$ cat src/rtl/train_led_chain.sv
// rtl/train_led_chain.sv - pulse-width-coded LED chain node: decode, latch on gap, forward the rest
// Optional PWM LED drive when TRAIN_LED_CHAIN_PWM_EN is defined; otherwise led is the duty MSB.
module train_led_chain #(
    parameter int NUM_CH       = 3,
    parameter int BITS         = 8,
    parameter int T1_MIN       = 6,
    parameter int RESET_CYCLES = 64
) (
    input  logic              clk,
    input  logic              rst_n,
    input  logic              din,
    output logic              dout,
    output logic [NUM_CH-1:0] led,
    output logic              frame
);
    localparam int TOTAL = NUM_CH * BITS;
    localparam int CW    = $clog2(TOTAL + 1);
    localparam int HW    = $clog2(T1_MIN + 1);
    localparam int LW    = $clog2(RESET_CYCLES + 1);

    localparam logic [CW-1:0] TOTAL_C = CW'(TOTAL);
    localparam logic [HW-1:0] HI_MAX  = HW'(T1_MIN);
    localparam logic [LW-1:0] LO_MAX  = LW'(RESET_CYCLES);

    localparam logic [1:0] S_IDLE = 2'd0;
    localparam logic [1:0] S_HIGH = 2'd1;
    localparam logic [1:0] S_LOW  = 2'd2;

    logic [1:0]       r_sync;
    logic [1:0]       r_state;
    logic [HW-1:0]    r_hi_cnt;
    logic [LW-1:0]    r_lo_cnt;
    logic [CW-1:0]    r_bit_cnt;
    logic [TOTAL-1:0] r_shift;
    logic [TOTAL-1:0] r_duty;
    logic             r_fwd;
    logic             r_dout;
    logic             r_frame;

    logic w_din_s;
    logic w_fall;
    logic w_bit;
    logic w_gap;
    logic w_full;

    assign w_din_s = r_sync[1];
    assign w_fall  = (r_state == S_HIGH) && !w_din_s;
    assign w_bit   = (r_hi_cnt >= HI_MAX);
    // Fires on the RESET_CYCLES-th low cycle only; IDLE never re-fires it.
    assign w_gap   = (r_state == S_LOW) && !w_din_s && (r_lo_cnt == LO_MAX - LW'(1));
    assign w_full  = (r_bit_cnt == TOTAL_C);

    always_ff @(posedge clk or negedge rst_n) begin
        if (!rst_n) begin
            r_sync   <= 2'b00;
            r_state  <= S_IDLE;
            r_hi_cnt <= '0;
            r_lo_cnt <= '0;
        end else begin
            r_sync <= {r_sync[0], din};
            if (r_state == S_HIGH) begin
                if (w_din_s) begin
                    if (r_hi_cnt != HI_MAX)
                        r_hi_cnt <= r_hi_cnt + HW'(1);
                end else begin
                    r_state  <= S_LOW;
                    r_lo_cnt <= LW'(1);
                end
            end else begin
                if (w_din_s) begin
                    r_state  <= S_HIGH;
                    r_hi_cnt <= HW'(1);
                end else begin
                    if (r_lo_cnt != LO_MAX)
                        r_lo_cnt <= r_lo_cnt + LW'(1);
                    if (w_gap)
                        r_state <= S_IDLE;
                end
            end
        end
    end

    always_ff @(posedge clk or negedge rst_n) begin
        if (!rst_n) begin
            r_bit_cnt <= '0;
            r_shift   <= '0;
            r_duty    <= '0;
            r_fwd     <= 1'b0;
            r_frame   <= 1'b0;
        end else begin
            r_frame <= 1'b0;
            if (w_fall && (r_bit_cnt < TOTAL_C)) begin
                r_shift   <= {r_shift[TOTAL-2:0], w_bit};
                r_bit_cnt <= r_bit_cnt + CW'(1);
                if (r_bit_cnt == TOTAL_C - CW'(1))
                    r_fwd <= 1'b1;
            end
            if (w_gap) begin
                r_bit_cnt <= '0;
                if (w_full) begin
                    r_duty  <= r_shift;
                    r_frame <= 1'b1;
                    r_fwd   <= 1'b0;
                end
            end
        end
    end

    // fwd only toggles while din_s is low, so forwarded pulses are always whole.
    always_ff @(posedge clk or negedge rst_n) begin
        if (!rst_n)
            r_dout <= 1'b0;
        else
            r_dout <= r_fwd & w_din_s;
    end

    assign dout  = r_dout;
    assign frame = r_frame;

`ifdef TRAIN_LED_CHAIN_PWM_EN
    logic [BITS-1:0] r_pwm_cnt;

    always_ff @(posedge clk or negedge rst_n) begin
        if (!rst_n)
            r_pwm_cnt <= '0;
        else
            r_pwm_cnt <= r_pwm_cnt + BITS'(1);
    end

    for (genvar g = 0; g < NUM_CH; g++) begin : g_led
        assign led[g] = (r_duty[(NUM_CH-1-g)*BITS +: BITS] > r_pwm_cnt);
    end
`else
    for (genvar g = 0; g < NUM_CH; g++) begin : g_led
        assign led[g] = r_duty[(NUM_CH-1-g)*BITS + BITS-1];
    end
`endif

endmodule

$ cat config.mk
export PLATFORM = sky130hd
export DESIGN_NAME = train_led_chain
export DESIGN_NICKNAME = d
export VERILOG_FILES = /design/src/rtl/train_led_chain.sv
export SDC_FILE = /design/constraint.sdc
export NUM_CORES = 1
export LEC_CHECK = 0
export ABC_CLOCK_PERIOD_IN_PS = 3200
export CAP_MARGIN = 25
export CORE_MARGIN = 4
export CORE_UTILIZATION = 39
export CTS_BUF_LIST = sky130_fd_sc_hd__clkbuf_8
export DETAILED_ROUTE_END_ITERATION = 7
export PLACE_DENSITY_LB_ADDON = 0.2
export SYNTH_ARGS = -nofsm -noshare
export SYNTH_HDL_FRONTEND = slang
export SYNTH_SLANG_ARGS = --single-unit
export TNS_END_PERCENT = 20
$ cat constraint.sdc
create_clock -name clk -period 3.2 [get_ports clk]
set_input_delay 0.96 -clock clk [delete_from_list [all_inputs] [get_ports clk]]
set_output_delay 0.96 -clock clk [all_outputs]
set_load 0.005 [all_outputs]
After elaboration in Yosys (flattened, before gate mapping):

Cells that the tools add are included.

* flip-flop bits (word level): 70
* output and inout bits: 5

* bitwise logic cells: 2
* add/sub/neg operators: 3
* eq/ne operators: 9
* reduce and logical (&&, ||, !) cells: 12
* order comparisons: 2
* mux-type cells: 20

Operator list (number)
* 7-bit 2-to-1 mux: 4
* 3-bit 2-to-1 mux: 4
* 5-bit == test, second input constant: 2
* 5-bit 2-to-1 mux: 2
* 2-bit 2-to-1 mux: 4
* 2-bit AND reduction: 4
* 7-bit by 1-bit adder with 7-bit output, second input constant: 1
* 7-bit by 6-bit == test with 1-bit output, second input constant: 1
* 7-bit inequality test, second input constant: 1
* 1-bit 2-to-1 mux: 6
* 5-bit by 1-bit adder with 5-bit output, second input constant: 1
* 5-bit < comparator, second input constant: 1
* 1-bit logical AND: 4
* 2-bit nonzero test: 2
* 3-bit by 1-bit adder with 3-bit output, second input constant: 1
* 3-bit >= comparator, second input constant: 1
* 3-bit inequality test, second input constant: 1
* 3-bit nonzero test: 1
* 2-bit by 1-bit == test with 1-bit output, second input constant: 1
* 2-bit == test, second input constant: 1
* 2-bit by 1-bit inequality test with 1-bit output, second input constant: 1
* 2-bit inequality test, second input constant: 1
* 1-bit AND: 1
* 1-bit zero test: 1
* 1-bit NOT: 1

Logic depth before layout (Yosys ltp):

* depth in word-level cells: 6
* mapped depth: 5
* depth with buffers taken out: 5

Worst setup path before layout:

OpenSTA, ideal clock, no wires.

* path type: reg2reg
* start point: reg r_state[0]
* end point: reg r_duty[15]
* clock period less this slack: 1909 ps
* path buffers: 0
* arrival: 1784 ps
* setup slack: 1291 ps
* setup time: 125 ps
* cell stages (with the launch flop): 4
* cells stage by stage: dfrtp_1 -> or4b_4 -> or4_4 -> mux2_4

* longest elaborated chain between the ends: 4

RTL lines
* start: declaration: RTL line 30 `logic [1:0] r_state;`
* start signal: assignment: RTL line 56 `r_state <= S_IDLE;`
* start signal: assignment: RTL line 66 `r_state <= S_LOW;`
* start signal: assignment: RTL line 71 `r_state <= S_HIGH;`
* 2-bit == test: RTL line 50 `assign w_gap = (r_state == S_LOW) && !w_din_s && (r_lo_cnt == LO_MAX - LW'(1));`
* 1-bit logical AND (2 in a row): RTL line 50
* 2-bit AND reduction (no source line)
* end signal: assignment: RTL line 101 `r_duty <= r_shift;`
* end: declaration: RTL line 35 `logic [TOTAL-1:0] r_duty;`

No other way between the ends.
A chain may end at the register's enable or synchronous reset.

Worst setup path after layout:

* start point: reg r_sync[1]
* end point: reg r_duty[7]

* longest elaborated chain between the ends: 4

RTL lines
* start: declaration: RTL line 29 `logic [1:0] r_sync;`
* start signal: assignment: RTL line 60 `r_sync <= {r_sync[0], din};`
* 1-bit zero test: RTL line 50
* 1-bit logical AND (2 in a row): RTL line 50
* 2-bit AND reduction (no source line)

No other way between the ends.

==> results.txt <==
Routability Congestion - 0.7480
setup_tns - 0 ns
Cells after DPL - 246
I/O Pins - 8
clk root buf - clkbuf_8
largest net degree at the start of global routing - 50
Final Hold Vio Count - 0
PD cells - 539.8 nW/um^2
Critical Path RT - 3.39 ns
Layout Nets - 192
critical path launch point type - flip-flop
Seq cells post-synth - 49
Seq. cell area - 1226 um^2
Mapped Cells - 172
n_diodes - 0
Post CTS Setup Buffer Count - 0
Period minus WS final - 2.205 ns
Area Overhead vs Synth - 11.32%
Detailed Route Iter0 Violations - 88
Initial Utilization - 41.20%
critical path class - reg2reg
status - completed
sequential fraction of the synthesis area - 57.18%
Synth Cell Area - 2145 um^2
worst hold stages - 0
final wirelength - 3.630 mm
initial antenna violation count - 0
synth warn - 0
Clock Tree Buf Depth - 2
slew margin rel. - 58.26%
Slew Viols, Final - 0
core region area - 5205 um^2
Synth cell types - 40
worst hold-check path type - reg2reg
num rows - 26
via count - 1337
Avg Inst Size Synth - 12.47 um^2
global-route wire length before repair - 6.582 mm
commonest non-fill, non-tap cells in the layout - dfrtp_1 (49), mux2_2 (23), o21ai_0 (11), inv_1 (10), a21oi_1 (9)
DPL Wire Length - 2.503 mm
H-tree Lvls - 2
post-route insts no fill - 254
Final period util - 68.91%
final setup vio count - 0
Post-Syn Nets - 181
post-DR vias/cell - 5.264
clock net sink count - 49
Initial DRT Pass Iterations - 4
CTS tree - built
cells on worst reg2reg path - 3
Tot GR Track Use - 12.86%
DIE AREA - 6749 um^2
RSZ-0062 raised after global routing - false
Die Wd - 82.16 um
total CTS buffers - 5
Clock Skew - 0.009461 ns
MaxCap Viol Count - 0
critical path peak fanout - 24
share of post-route cells with drive strength above 1 - 22.83%
DRC viols - 0
Worst-path clk slew - 0.09 ns
wire per inst - 14.29 um
Die Y - 82.16 um
commonest non-fill, non-tap cell in the layout - dfrtp_1
Internal - 0.0009231 W
Clock power frac - 28.4%
Switching Share - 28.37%
I/O Buffers - 7
Antenna Nets Post-Route - 0
area of the multi-input gates - 862.1 um^2
maximum VDD drop - 0.0001877 V
Fmax achieved - 453.5 MHz
Net Switching - 0.0003656 W
vias in the first global route - 1422
worst-margin pin slew - 0.6214 ns
Skew-Pair Late Insertion Delay - 0.30 ns
GR Overflow Total - 0
Leakage - 1.121 nW
sequential share of power - 58.2%
combinational fraction of design power - 13.3%
Post-CTS Resized - 0
Worst Path Arrival - 2.39 ns
cts hold-fix bufs - 0
# fillers - 499
crit end category - flip-flop
Tot Pwr - 0.001289 W
cell families (layout without fill, tap and decap cells):
group	Yosys count	in the layout	share of synthesized area [%]
fa+ha+maj	6	6	3.500
mux	28	28	15.11
buf+inv	15	27	2.626
simple gates	40	40	11.55
compound gates	34	34	10.04
flops	49	49	57.18
through the flow:
| stage | instance area, um^2 | hold slack [ns] | worst slack (ns) | util [%] |
|---|---|---|---|---|
| global placement | 2293 | 0.3351 | 1.060 | 44.06 |
| CTS | 2387 | 0.3569 | 0.9980 | 45.87 |
| finish | 2387 | 0.3549 | 0.9948 | 45.87 |
| detailed placement | 2293 | 0.3363 | 1.009 | 44.06 |
| floorplan | 2145 | 0.3312 | 1.291 | - |
| global route | 2387 | 0.3754 | 0.9165 | 45.87 |
critical path, cell delays in order (launching register included):
cell and delay [ns]:
dfrtp_1 0.61, or4b_4 0.62, or4_4 0.55, mux2_4 0.31
path summary, 6_finish.rpt:
kind,from,to,slack (ns)
max,r_sync[1],r_duty[7],0.99
min,r_sync[0],r_sync[1],0.35
max reg2reg,r_sync[1],r_duty[7],0.99
min reg2reg,r_sync[0],r_sync[1],0.35
max in group asynchronous,rst_n,r_shift[6],2.05
min in group asynchronous,rst_n,r_bit_cnt[1],0.74
Yosys cell counts (all sizes together):
cell type,number,area share [%]
dfrtp,49,57
mux2,26,14
o21ai,11,2.6
inv,10,1.8
a21oi,9,2.1
nand2,8,1.4
nand3,7,1.6
ha,6,3.5
clkbuf,5,0.88
or4,4,1.6
or3,3,0.88
a22o,2,0.82
and2,2,0.58
mux2i,2,0.93
nor2b,2,0.58
nor3,2,0.47
nor4,2,0.58
o211ai,2,0.70
a21o,1,0.41
a2bb2oi,1,0.41
a311oi,1,0.41
a41o,1,0.47
a41oi,1,0.41
and2b,1,0.41
nand2b,1,0.29
nand4,1,0.29
nand4b,1,0.41
nor2,1,0.17
nor3b,1,0.35
o21a,1,0.35
o21bai,1,0.35
o22ai,1,0.29
o311ai,1,0.41
o31ai,1,0.35
or2b,1,0.35
or3b,1,0.41
or4b,1,0.64
or4bb,1,0.53
registers in the layout (all words and copies together) (netlist names):
signal,cells
r_shift,24
r_lo_cnt,7
r_bit_cnt,5
r_duty,3
r_hi_cnt,3
r_state,2
r_sync,2
dout,1
frame,1
r_fwd,1
layer usage:
layer	track usage [%]	vias up	wire, um
met5	0	-	0
met4	6.312	0	46
met3	2.711	6	97
met2	20.36	14	1804
met1	16.75	674	1682
li1	-	643	-
power by group through the flow:
stage	Clock (W)	Sequential (W)	Combinational [W]
2_1_floorplan	0	0.000740	0.000132
3_3_place_gp	0	0.000755	0.000160
3_5_place_dp	0	0.000762	0.000174
4_1_cts	0.000382	0.000750	0.000175
5_1_grt	0.000408	0.000763	0.000199
6_report	0.000366	0.000750	0.000172
area by class of cell:
class / instances / area share (%)
Clock buffer: 5 / 2.883
Clock inverter: 3 / 1.048
Inverter: 10 / 1.572
Multi-Input combinational cell: 108 / 36.11
Sequential cell: 49 / 51.36
Tap cell: 70 / 3.669
Timing Repair Buffer: 9 / 3.354
Note: power is estimated with default switching activity, not from simulation.
